File: config.mk
export PLATFORM = sky130hd
export DESIGN_NAME = csk_wide_add_seq
export DESIGN_NICKNAME = d
export VERILOG_FILES = /design/src/rtl/csk_wide_add_seq_pkg.sv /design/src/rtl/csk_wide_add_seq_csk16.sv /design/src/rtl/csk_wide_add_seq.sv
export SDC_FILE = /design/constraint.sdc
export NUM_CORES = 1
export LEC_CHECK = 0
export ABC_AREA = 1
export BUFFER_PORTS_ARGS = -buffer_cell sky130_fd_sc_hd__clkbuf_2
export CORE_MARGIN = 4
export CORE_UTILIZATION = 51
export CTS_CLUSTER_SIZE = 28
export DETAILED_ROUTE_END_ITERATION = 8
export PLACE_DENSITY_LB_ADDON = 0.15
export RECOVER_POWER = 25
export SLEW_MARGIN = 40
export SYNTH_ARGS = -nofsm -noshare
export SYNTH_HDL_FRONTEND = slang
export SYNTH_SLANG_ARGS = --single-unit
File: constraint.sdc
create_clock -name i_clk -period 11.85 [get_ports i_clk]
set_input_delay 2.37 -clock i_clk [delete_from_list [all_inputs] [get_ports i_clk]]
set_output_delay 2.37 -clock i_clk [all_outputs]
set_load 0.1 [all_outputs]
File: src/rtl/csk_wide_add_seq_pkg.sv
// Shared types and constants for the multi-word carry-skip add sequencer.
// Holds the word width, FSM encoding, requester id type and the arbiter grant rule.
package csk_wide_add_seq_pkg;

    localparam int unsigned WORD_W = 16;
    localparam int unsigned CSK_BLK = 4;

    typedef enum logic [1:0] {
        StIdle,
        StRun,
        StDone
    } state_e;

    typedef logic req_id_t;

    // Bit 0 grants requester 0, bit 1 grants requester 1; rr breaks ties.
    function automatic logic [1:0] arb_grant(input logic v0, input logic v1, input req_id_t rr);
        if (v0 && v1) begin
            return rr ? 2'b10 : 2'b01;
        end
        return {v1, v0};
    endfunction

endpackage

File: src/rtl/csk_wide_add_seq_csk16.sv
// 16-bit carry-skip adder: four 4-bit ripple blocks, each with a propagate-driven skip mux.
// Output bit 16 is the carry-out.
module csk_wide_add_seq_csk16
    import csk_wide_add_seq_pkg::*;
(
    input  logic [WORD_W-1:0] i_a,
    input  logic [WORD_W-1:0] i_b,
    input  logic              i_c,
    output logic [WORD_W:0]   o_s
);

    logic [WORD_W-1:0] w_sum;
    logic              w_cblk;
    logic              w_rc;
    logic              w_p;
    logic              w_x;

    always_comb begin
        w_sum  = '0;
        w_cblk = i_c;
        w_rc   = 1'b0;
        w_p    = 1'b0;
        w_x    = 1'b0;
        for (int blk = 0; blk < int'(WORD_W / CSK_BLK); blk++) begin
            w_rc = w_cblk;
            w_p  = 1'b1;
            for (int bt = 0; bt < int'(CSK_BLK); bt++) begin
                w_x                      = i_a[blk*CSK_BLK+bt] ^ i_b[blk*CSK_BLK+bt];
                w_sum[blk*CSK_BLK+bt]    = w_x ^ w_rc;
                w_rc                     = (i_a[blk*CSK_BLK+bt] & i_b[blk*CSK_BLK+bt]) | (w_rc & w_x);
                w_p                      = w_p & w_x;
            end
            // A fully-propagating block forwards its carry-in past the ripple chain.
            w_cblk = w_p ? w_cblk : w_rc;
        end
        o_s = {w_cblk, w_sum};
    end

endmodule

File: src/rtl/csk_wide_add_seq.sv
// Two-requester wide-operand adder: round-robin accept, then one 16-bit word per cycle
// through a shared carry-skip adder with the carry chained through a register.
module csk_wide_add_seq
    import csk_wide_add_seq_pkg::*;
#(
    parameter int unsigned NWORDS = 4
) (
    input  logic                       i_clk,
    input  logic                       i_rst_n,
    input  logic                       i_req0_valid,
    output logic                       o_req0_ready,
    input  logic [WORD_W*NWORDS-1:0]   i_req0_a,
    input  logic [WORD_W*NWORDS-1:0]   i_req0_b,
    input  logic                       i_req0_c,
    input  logic                       i_req1_valid,
    output logic                       o_req1_ready,
    input  logic [WORD_W*NWORDS-1:0]   i_req1_a,
    input  logic [WORD_W*NWORDS-1:0]   i_req1_b,
    input  logic                       i_req1_c,
    output logic                       o_rsp_valid,
    input  logic                       i_rsp_ready,
    output logic                       o_rsp_id,
    output logic [WORD_W*NWORDS:0]     o_rsp_s
);

    localparam int unsigned W = WORD_W * NWORDS;
    localparam int unsigned KW = (NWORDS > 1) ? $clog2(NWORDS) : 1;
    localparam logic [KW-1:0] K_LAST = KW'(NWORDS - 1);

    state_e          r_state;
    req_id_t         r_rr;
    req_id_t         r_id;
    logic [KW-1:0]   r_k;
    logic            r_cr;
    logic [W-1:0]    r_a;
    logic [W-1:0]    r_b;
    logic [W:0]      r_sum;

    logic [1:0]        w_grant;
    logic              w_idle;
    logic [WORD_W-1:0] w_a_word;
    logic [WORD_W-1:0] w_b_word;
    logic [WORD_W:0]   w_add;

    assign w_grant = arb_grant(i_req0_valid, i_req1_valid, r_rr);
    assign w_idle  = (r_state == StIdle);

    // Gated by the reset pin so no ready escapes while reset is held.
    assign o_req0_ready = i_rst_n & w_idle & w_grant[0];
    assign o_req1_ready = i_rst_n & w_idle & w_grant[1];

    assign o_rsp_valid = (r_state == StDone);
    assign o_rsp_id    = r_id;
    assign o_rsp_s     = r_sum;

    always_comb begin
        w_a_word = '0;
        w_b_word = '0;
        for (int i = 0; i < int'(NWORDS); i++) begin
            if (r_k == i[KW-1:0]) begin
                w_a_word = r_a[i*WORD_W +: WORD_W];
                w_b_word = r_b[i*WORD_W +: WORD_W];
            end
        end
    end

    csk_wide_add_seq_csk16 u_csk16 (
        .i_a (w_a_word),
        .i_b (w_b_word),
        .i_c (r_cr),
        .o_s (w_add)
    );

    always_ff @(posedge i_clk or negedge i_rst_n) begin
        if (!i_rst_n) begin
            r_state <= StIdle;
            r_rr    <= 1'b0;
            r_id    <= 1'b0;
            r_k     <= '0;
            r_cr    <= 1'b0;
            r_a     <= '0;
            r_b     <= '0;
            r_sum   <= '0;
        end else begin
            unique case (r_state)
                StIdle: begin
                    if (|w_grant) begin
                        r_id    <= w_grant[1];
                        r_a     <= w_grant[1] ? i_req1_a : i_req0_a;
                        r_b     <= w_grant[1] ? i_req1_b : i_req0_b;
                        r_cr    <= w_grant[1] ? i_req1_c : i_req0_c;
                        r_k     <= '0;
                        r_rr    <= ~w_grant[1];
                        r_state <= StRun;
                    end
                end
                StRun: begin
                    for (int i = 0; i < int'(NWORDS); i++) begin
                        if (r_k == i[KW-1:0]) begin
                            r_sum[i*WORD_W +: WORD_W] <= w_add[WORD_W-1:0];
                        end
                    end
                    r_cr <= w_add[WORD_W];
                    if (r_k == K_LAST) begin
                        r_sum[W] <= w_add[WORD_W];
                        r_k      <= '0;
                        r_state  <= StDone;
                    end else begin
                        r_k <= r_k + 1'b1;
                    end
                end
                StDone: begin
                    if (i_rsp_ready) begin
                        r_state <= StIdle;
                    end
                end
                default: r_state <= StIdle;
            endcase
        end
    end

endmodule
==> impl_metrics.env, run 1 <==
export IMPL_root_buffer="clkbuf_16"
export IMPL_ys_warn_count=0
export IMPL_failed_checks="max-capacitance violations, max-slew violations"
export IMPL_critPathMaxFanout=17
export IMPL_synth_cell_types=29
export IMPL_antenna_found_initial=0
export IMPL_post_synth_top_area_cell="dfrtp_1"
export IMPL_ctsResizeCount=0
export IMPL_ios=332
export IMPL_cts_tree="done"
export IMPL_status="finished, violations left"
export IMPL_cts_sinks=200
export IMPL_ys_seq_area_share_pct=49.3
export IMPL_vias_per_cell=5.55
export IMPL_fin_setup_tns_ps=0
export IMPL_drtPass1Iterations=8
export IMPL_worstPathRequired_ps=12140
export IMPL_finalSetupViolCount=0
export IMPL_core_um2=19500
export IMPL_overflow=0
export IMPL_crit_slowest_cell="nor2_1"
export IMPL_final_antenna_net_count=0
export IMPL_gp_congestion=0.919
export IMPL_yosys_most_used_dff="dfrtp_1"
export IMPL_post_drt_wl_per_cell_um=18.5
export IMPL_slowest_delay_ps=790
export IMPL_grt_pass1_wl_um=50500
export IMPL_finalCriticalPeriod_ps=10600
export IMPL_synth_top_area_share_pct=49.3
export IMPL_ys_seq_elements=200
export IMPL_area_growth_pct=21.6
export IMPL_h_tree_depth=4
export IMPL_rsz0062_at_grt="no"
export IMPL_via_count=9796
export IMPL_place_area_um2=11800
export IMPL_post_cts_buffers=0
export IMPL_path_common_cell="fa_1"
export IMPL_synthTopCellsByCount="nand2_1 (379), nand3_1 (249), dfrtp_1 (200), o21ai_0 (75), inv_1 (57)"
export IMPL_syn_mean_instance_area_um2=8.36
export IMPL_max_cap_violations=4
export IMPL_grt_pass1_vias=9602
export IMPL_synth_area_leaders="dfrtp_1 (49%), nand2_1 (14%), nand3_1 (12%)"
export IMPL_syn_area_um2=10100
export IMPL_ctsHoldBuffers=0
export IMPL_synth_edff_count=0
export IMPL_relSlewSlack_pct=-172
export IMPL_clkTransAtPathRegs_ps=80
export IMPL_rows=51
export IMPL_hold_path_class="reg2reg"
export IMPL_start_kind="flip-flop"
export IMPL_critical_path_top_delay_family="adder cells"
export IMPL_worstMarginPinSlew_ps=4080
export IMPL_cp_num_buf_inv=6
export IMPL_grtUsageTotal_pct=29.1
export IMPL_route_detailed_drc=0
export IMPL_syn_nets=1512
export IMPL_antennaDiodeCount=0
export IMPL_cp_end_kind="flip-flop"
export IMPL_grt_max_degree=106
export IMPL_cts_path_max_buffers=2
export IMPL_maxSlewViolCount=154
export IMPL_clock_skew_ps=14.1
export IMPL_worstPathArrival_ps=10890
export IMPL_fmax_ghz=0.0944
export IMPL_dieArea_um2=22200
export IMPL_period_share_pct=89.4
export IMPL_hold_viol=0
export IMPL_synth_most_common_cell="nand2_1"
export IMPL_routed_wl_um=32600
export IMPL_cts_buffers=17
export IMPL_drt_iter0_markers=1037
export IMPL_clk_latency_ps=440
export IMPL_nets=1785
export IMPL_die_width_um=149
export IMPL_die_h_um=149
export IMPL_floorplan_initialDensity_pct=52.0
export IMPL_hpwl_um=23900
export IMPL_synth_cells=1213
export IMPL_critPathKind="reg2reg"
export IMPL_numPortBuffers=331
export IMPL_hold_ws_ps=485
export IMPL_async_reset_ff_share_pct=100
export IMPL_drive_gt1_share_pct=25.4
export IMPL_final_area_um2=12300
## worst paths after layout
path	to	slack, ps	start	depth (start not counted)
worst min-delay path	o_rsp_s[40]$_DFFE_PN0P_	480	o_rsp_s[40]$_DFFE_PN0P_	2
max in group asynchronous	r_b[43]$_DFFE_PN0P_	4020	i_rst_n	2
worst max register to register	o_rsp_s[15]$_DFFE_PN0P_	1250	r_k[0]$_DFFE_PN0P_	34
worst max-delay path	o_rsp_s[15]$_DFFE_PN0P_	1250	r_k[0]$_DFFE_PN0P_	34
min in group asynchronous	o_rsp_s[51]$_DFFE_PN0P_	3360	i_rst_n	1
worst min register to register	o_rsp_s[40]$_DFFE_PN0P_	480	o_rsp_s[40]$_DFFE_PN0P_	2
## flip-flops by register name, indices dropped and copies added, names as in the netlist
name / count
r_cr: 1
o_rsp_id: 1
r_a: 64
o_rsp_s: 65
r_rr: 1
r_k: 2
r_state: 2
r_b: 64
## per-stage QoR
step                utilization [%]  std cells  worst slack, ps
floorplan                         -       1213             2520
global placement               60.3       1731             1830
detailed placement             60.5       1732             1540
CTS                            63.3       1764             1500
global route                   63.2       1764              658
finish                         63.2       1764             1250
## kinds of logic after synthesis
logic type               share of synthesized area, %
flip-flops                                       49.3
adder cells (fa/ha/maj)                          5.62
AND/OR/NAND/NOR                                  27.1
AO/OA/AOI/OAI                                    11.2
buffers and inverters                            6.76
## cells in the final DEF, fill, tap and decap left out, drive strengths merged
master,instances
a211oi,1
a21oi,33
a22o,14
a22oi,30
and2,3
buf,9
clkbuf,352
clkinv,5
clkinvlp,2
dfrtp,200
fa,16
ha,20
inv,66
nand2,379
nand3,249
nand4,1
nor2,10
o211ai,14
o21a,14
o21ai,77
o21bai,1
o31ai,1
or2,2
## per-layer routing
layer | GRT usage (%) | wire [um]
met4 | 10.3 | 962
met2 | 46.4 | 15400
met5 | 0 | 0
met3 | 5.83 | 2540
met1 | 40.1 | 13700
## final cells by class
| type | count | area, um2 |
|---|---|---|
| clock inverter | 13 | 111 |
| sequential | 200 | 5000 |
| multi-input combinational | 865 | 4470 |
| timing repair buffer | 342 | 1750 |
| tap | 265 | 332 |
| inverter | 60 | 230 |
| clock buffer | 19 | 443 |
| fill | 1745 | 7190 |
## worst register-to-register path, delay by kind of cell (launching register included)
family | cells | cell delay [ps]
buffers and inverters | 6 | 780
AOI/OAI and AO/OA | 5 | 620
DFF | 1 | 450
and+or+nand+nor | 6 | 1670
adders and majority gates | 17 | 6930
Power of run 1 is not shown: default switching activity piles up to over one toggle a cycle in this logic, so the estimate is an artifact.
==> run 2, diff against run 1 <==
--- a/config.mk
+++ b/config.mk
@@ -5,14 +5,12 @@
 export SDC_FILE = /design/constraint.sdc
 export NUM_CORES = 1
 export LEC_CHECK = 0
-export ABC_AREA = 1
 export BUFFER_PORTS_ARGS = -buffer_cell sky130_fd_sc_hd__clkbuf_2
 export CORE_MARGIN = 4
 export CORE_UTILIZATION = 51
 export CTS_CLUSTER_SIZE = 28
 export DETAILED_ROUTE_END_ITERATION = 8
 export PLACE_DENSITY_LB_ADDON = 0.15
-export RECOVER_POWER = 25
 export SLEW_MARGIN = 40
 export SYNTH_ARGS = -nofsm -noshare
 export SYNTH_HDL_FRONTEND = slang
==> impl_metrics.env, run 2 <==
export IMPL_status="complete, no violations"
export IMPL_h_tree_depth=4
export IMPL_ys_seq_area_share_pct=51.4
export IMPL_layout_commonest_cell="clkbuf_2"
export IMPL_route_detailed_drc=0
export IMPL_ys_seq_elements=200
export IMPL_grt_pass1_wl_um=47700
export IMPL_dieArea_um2=21400
export IMPL_syn_area_um2=9740
export IMPL_clkTransAtPathRegs_ps=70
export IMPL_die_width_um=146
export IMPL_ios=332
export IMPL_synth_cells=1049
export IMPL_post_drt_wl_per_cell_um=19.2
export IMPL_via_count=8713
export IMPL_ys_warn_count=0
export IMPL_antennaDiodeCount=0
export IMPL_floorplan_initialDensity_pct=51.9
export IMPL_clk_latency_ps=430
export IMPL_largest_reg_flops=65
export IMPL_synth_edff_count=0
export IMPL_numPortBuffers=331
export IMPL_finalSetupViolCount=0
export IMPL_slowest_delay_ps=600
export IMPL_cts_buffers=17
export IMPL_crit_slowest_cell="ha_2"
export IMPL_area_growth_pct=23.5
export IMPL_vias_per_cell=5.53
export IMPL_max_cap_violations=0
export IMPL_rsz0062_at_grt="no"
export IMPL_post_cts_buffers=0
export IMPL_fin_setup_tns_ps=0
export IMPL_synth_cell_types=35
export IMPL_final_antenna_net_count=0
export IMPL_grtUsageTotal_pct=28.2
export IMPL_drive_gt1_share_pct=29.0
export IMPL_syn_nets=1348
export IMPL_core_um2=18800
export IMPL_cp_num_buf_inv=3
export IMPL_finalCriticalPeriod_ps=10060
export IMPL_grt_busiest_layer="met2"
export IMPL_yosys_most_used_dff="dfrtp_1"
export IMPL_gp_congestion=0.869
export IMPL_start_kind="flip-flop"
export IMPL_period_share_pct=84.9
export IMPL_hold_viol=0
export IMPL_critical_path_top_delay_family="adder cells"
export IMPL_ctsHoldBuffers=0
export IMPL_synth_most_common_cell="nand2_1"
export IMPL_synth_area_leaders="dfrtp_1 (51%), nand2_1 (13%), a22oi_1 (10%)"
export IMPL_cts_sinks=200
export IMPL_worstPathRequired_ps=12160
export IMPL_clock_skew_ps=9.22
export IMPL_grt_pass1_vias=8776
export IMPL_grtUsageMet2_pct=44.8
export IMPL_nets=1629
export IMPL_hpwl_um=22700
export IMPL_async_reset_ff_share_pct=100
export IMPL_overflow=0
export IMPL_routed_wl_um=30300
export IMPL_path_common_cell="fa_1"
export IMPL_critPathKind="reg2reg"
export IMPL_rows=50
export IMPL_drtPass1Iterations=6
export IMPL_worstMarginPinSlew_ps=779
export IMPL_post_synth_top_area_cell="dfrtp_1"
export IMPL_root_buffer="clkbuf_16"
export IMPL_relSlewSlack_pct=48.1
export IMPL_cp_end_kind="flip-flop"
export IMPL_synthTopCellsByCount="nand2_1 (333), dfrtp_1 (200), a22oi_1 (132), o21ai_1 (65), a21oi_1 (46)"
export IMPL_layout_common_cells="clkbuf_2 (330), nand2_1 (329), dfrtp_1 (200)"
export IMPL_syn_mean_instance_area_um2=9.29
export IMPL_drt_iter0_markers=763
export IMPL_r2r_slack_ps=1790
export IMPL_cts_tree="done"
export IMPL_grt_met3_usage_pct=5.03
export IMPL_critPathMaxFanout=35
export IMPL_hold_path_class="reg2reg"
export IMPL_cts_path_max_buffers=2
export IMPL_maxSlewViolCount=0
export IMPL_worstPathArrival_ps=10360
export IMPL_fmax_ghz=0.0995
export IMPL_synth_top_area_share_pct=51.4
export IMPL_grt_max_degree=96
export IMPL_antenna_found_initial=0
export IMPL_die_h_um=146
export IMPL_grt_use_met1_pct=39.9
export IMPL_ctsResizeCount=0
-- run 2: changes by cell type in the layout (fill, tap and decap cells not counted), moves of 18 or more --
cell,previous run,this run
nand2_1,376,329
inv_1,56,23
o21ai_1,1,65
a21o_1,0,20
nor2b_1,0,18
a221oi_1,0,18
nor3_1,0,18
nand3_1,249,4
a22oi_1,30,132
o21ai_0,76,1
-- run 2: tightest hold or removal path, delay by kind of cell, from the launching register on --
family,cells,cell delay [ps]
and+or+nand+nor,1,50
DFF,1,340
AOI/OAI and AO/OA,1,60
-- run 2: worst paths after layout --
path                                         from                       to  cells past startpoint
min in group asynchronous                 i_rst_n   o_rsp_s[6]$_DFFE_PN0P_                      1
max reg2reg                    r_k[0]$_DFFE_PN0P_  o_rsp_s[31]$_DFFE_PN0P_                     28
min reg2reg                o_rsp_s[8]$_DFFE_PN0P_   o_rsp_s[8]$_DFFE_PN0P_                      2
min                        o_rsp_s[8]$_DFFE_PN0P_   o_rsp_s[8]$_DFFE_PN0P_                      2
max                            r_k[0]$_DFFE_PN0P_  o_rsp_s[31]$_DFFE_PN0P_                     28
max in group asynchronous                 i_rst_n      r_a[56]$_DFFE_PN0P_                      2
-- run 2: routing by layer --
| metal | vias up | share of wire [%] |
|---|---|---|
| met5 | - | 0 |
| met4 | 0 | 2.5 |
| met3 | 44 | 7.3 |
| met2 | 404 | 47 |
| met1 | 4090 | 43 |
| li1 | 4175 | - |
-- run 2: logic make-up (layout without fill, tap and decap cells) --
group	after synthesis	count (layout)	synth area share [%]
buf+inv	104	398	4.60
compound gates	287	287	19.6
flops	200	200	51.4
fa+ha+maj	36	36	5.86
mux	11	11	1.26
simple gates	411	411	17.3
-- run 2: cell type report --
class                   instances  area [um2]
clock buffers                  19         443
clock inverters                13         113
fillers                      1623        6740
well taps                     234         293
multi-input cells             745        4330
repair buffers                341        1760
inverters                      25        93.8
flip-flops and latches        200        5000
-- run 2: stage by stage --
step / worst slack (ps) / instance area (um2) / hold slack, ps / std cells / utilization (%)
after floorplan: 2610 / 9740 / 481 / 1049 / -
after global placement: 1980 / 11400 / 466 / 1544 / 60.9
after detailed placement: 1850 / 11500 / 475 / 1544 / 61.0
after CTS: 1800 / 12000 / 491 / 1576 / 64.0
after global routing: 1290 / 12000 / 514 / 1577 / 64.1
final: 1790 / 12000 / 485 / 1577 / 64.1
Power of run 2 is left out for the same reason.
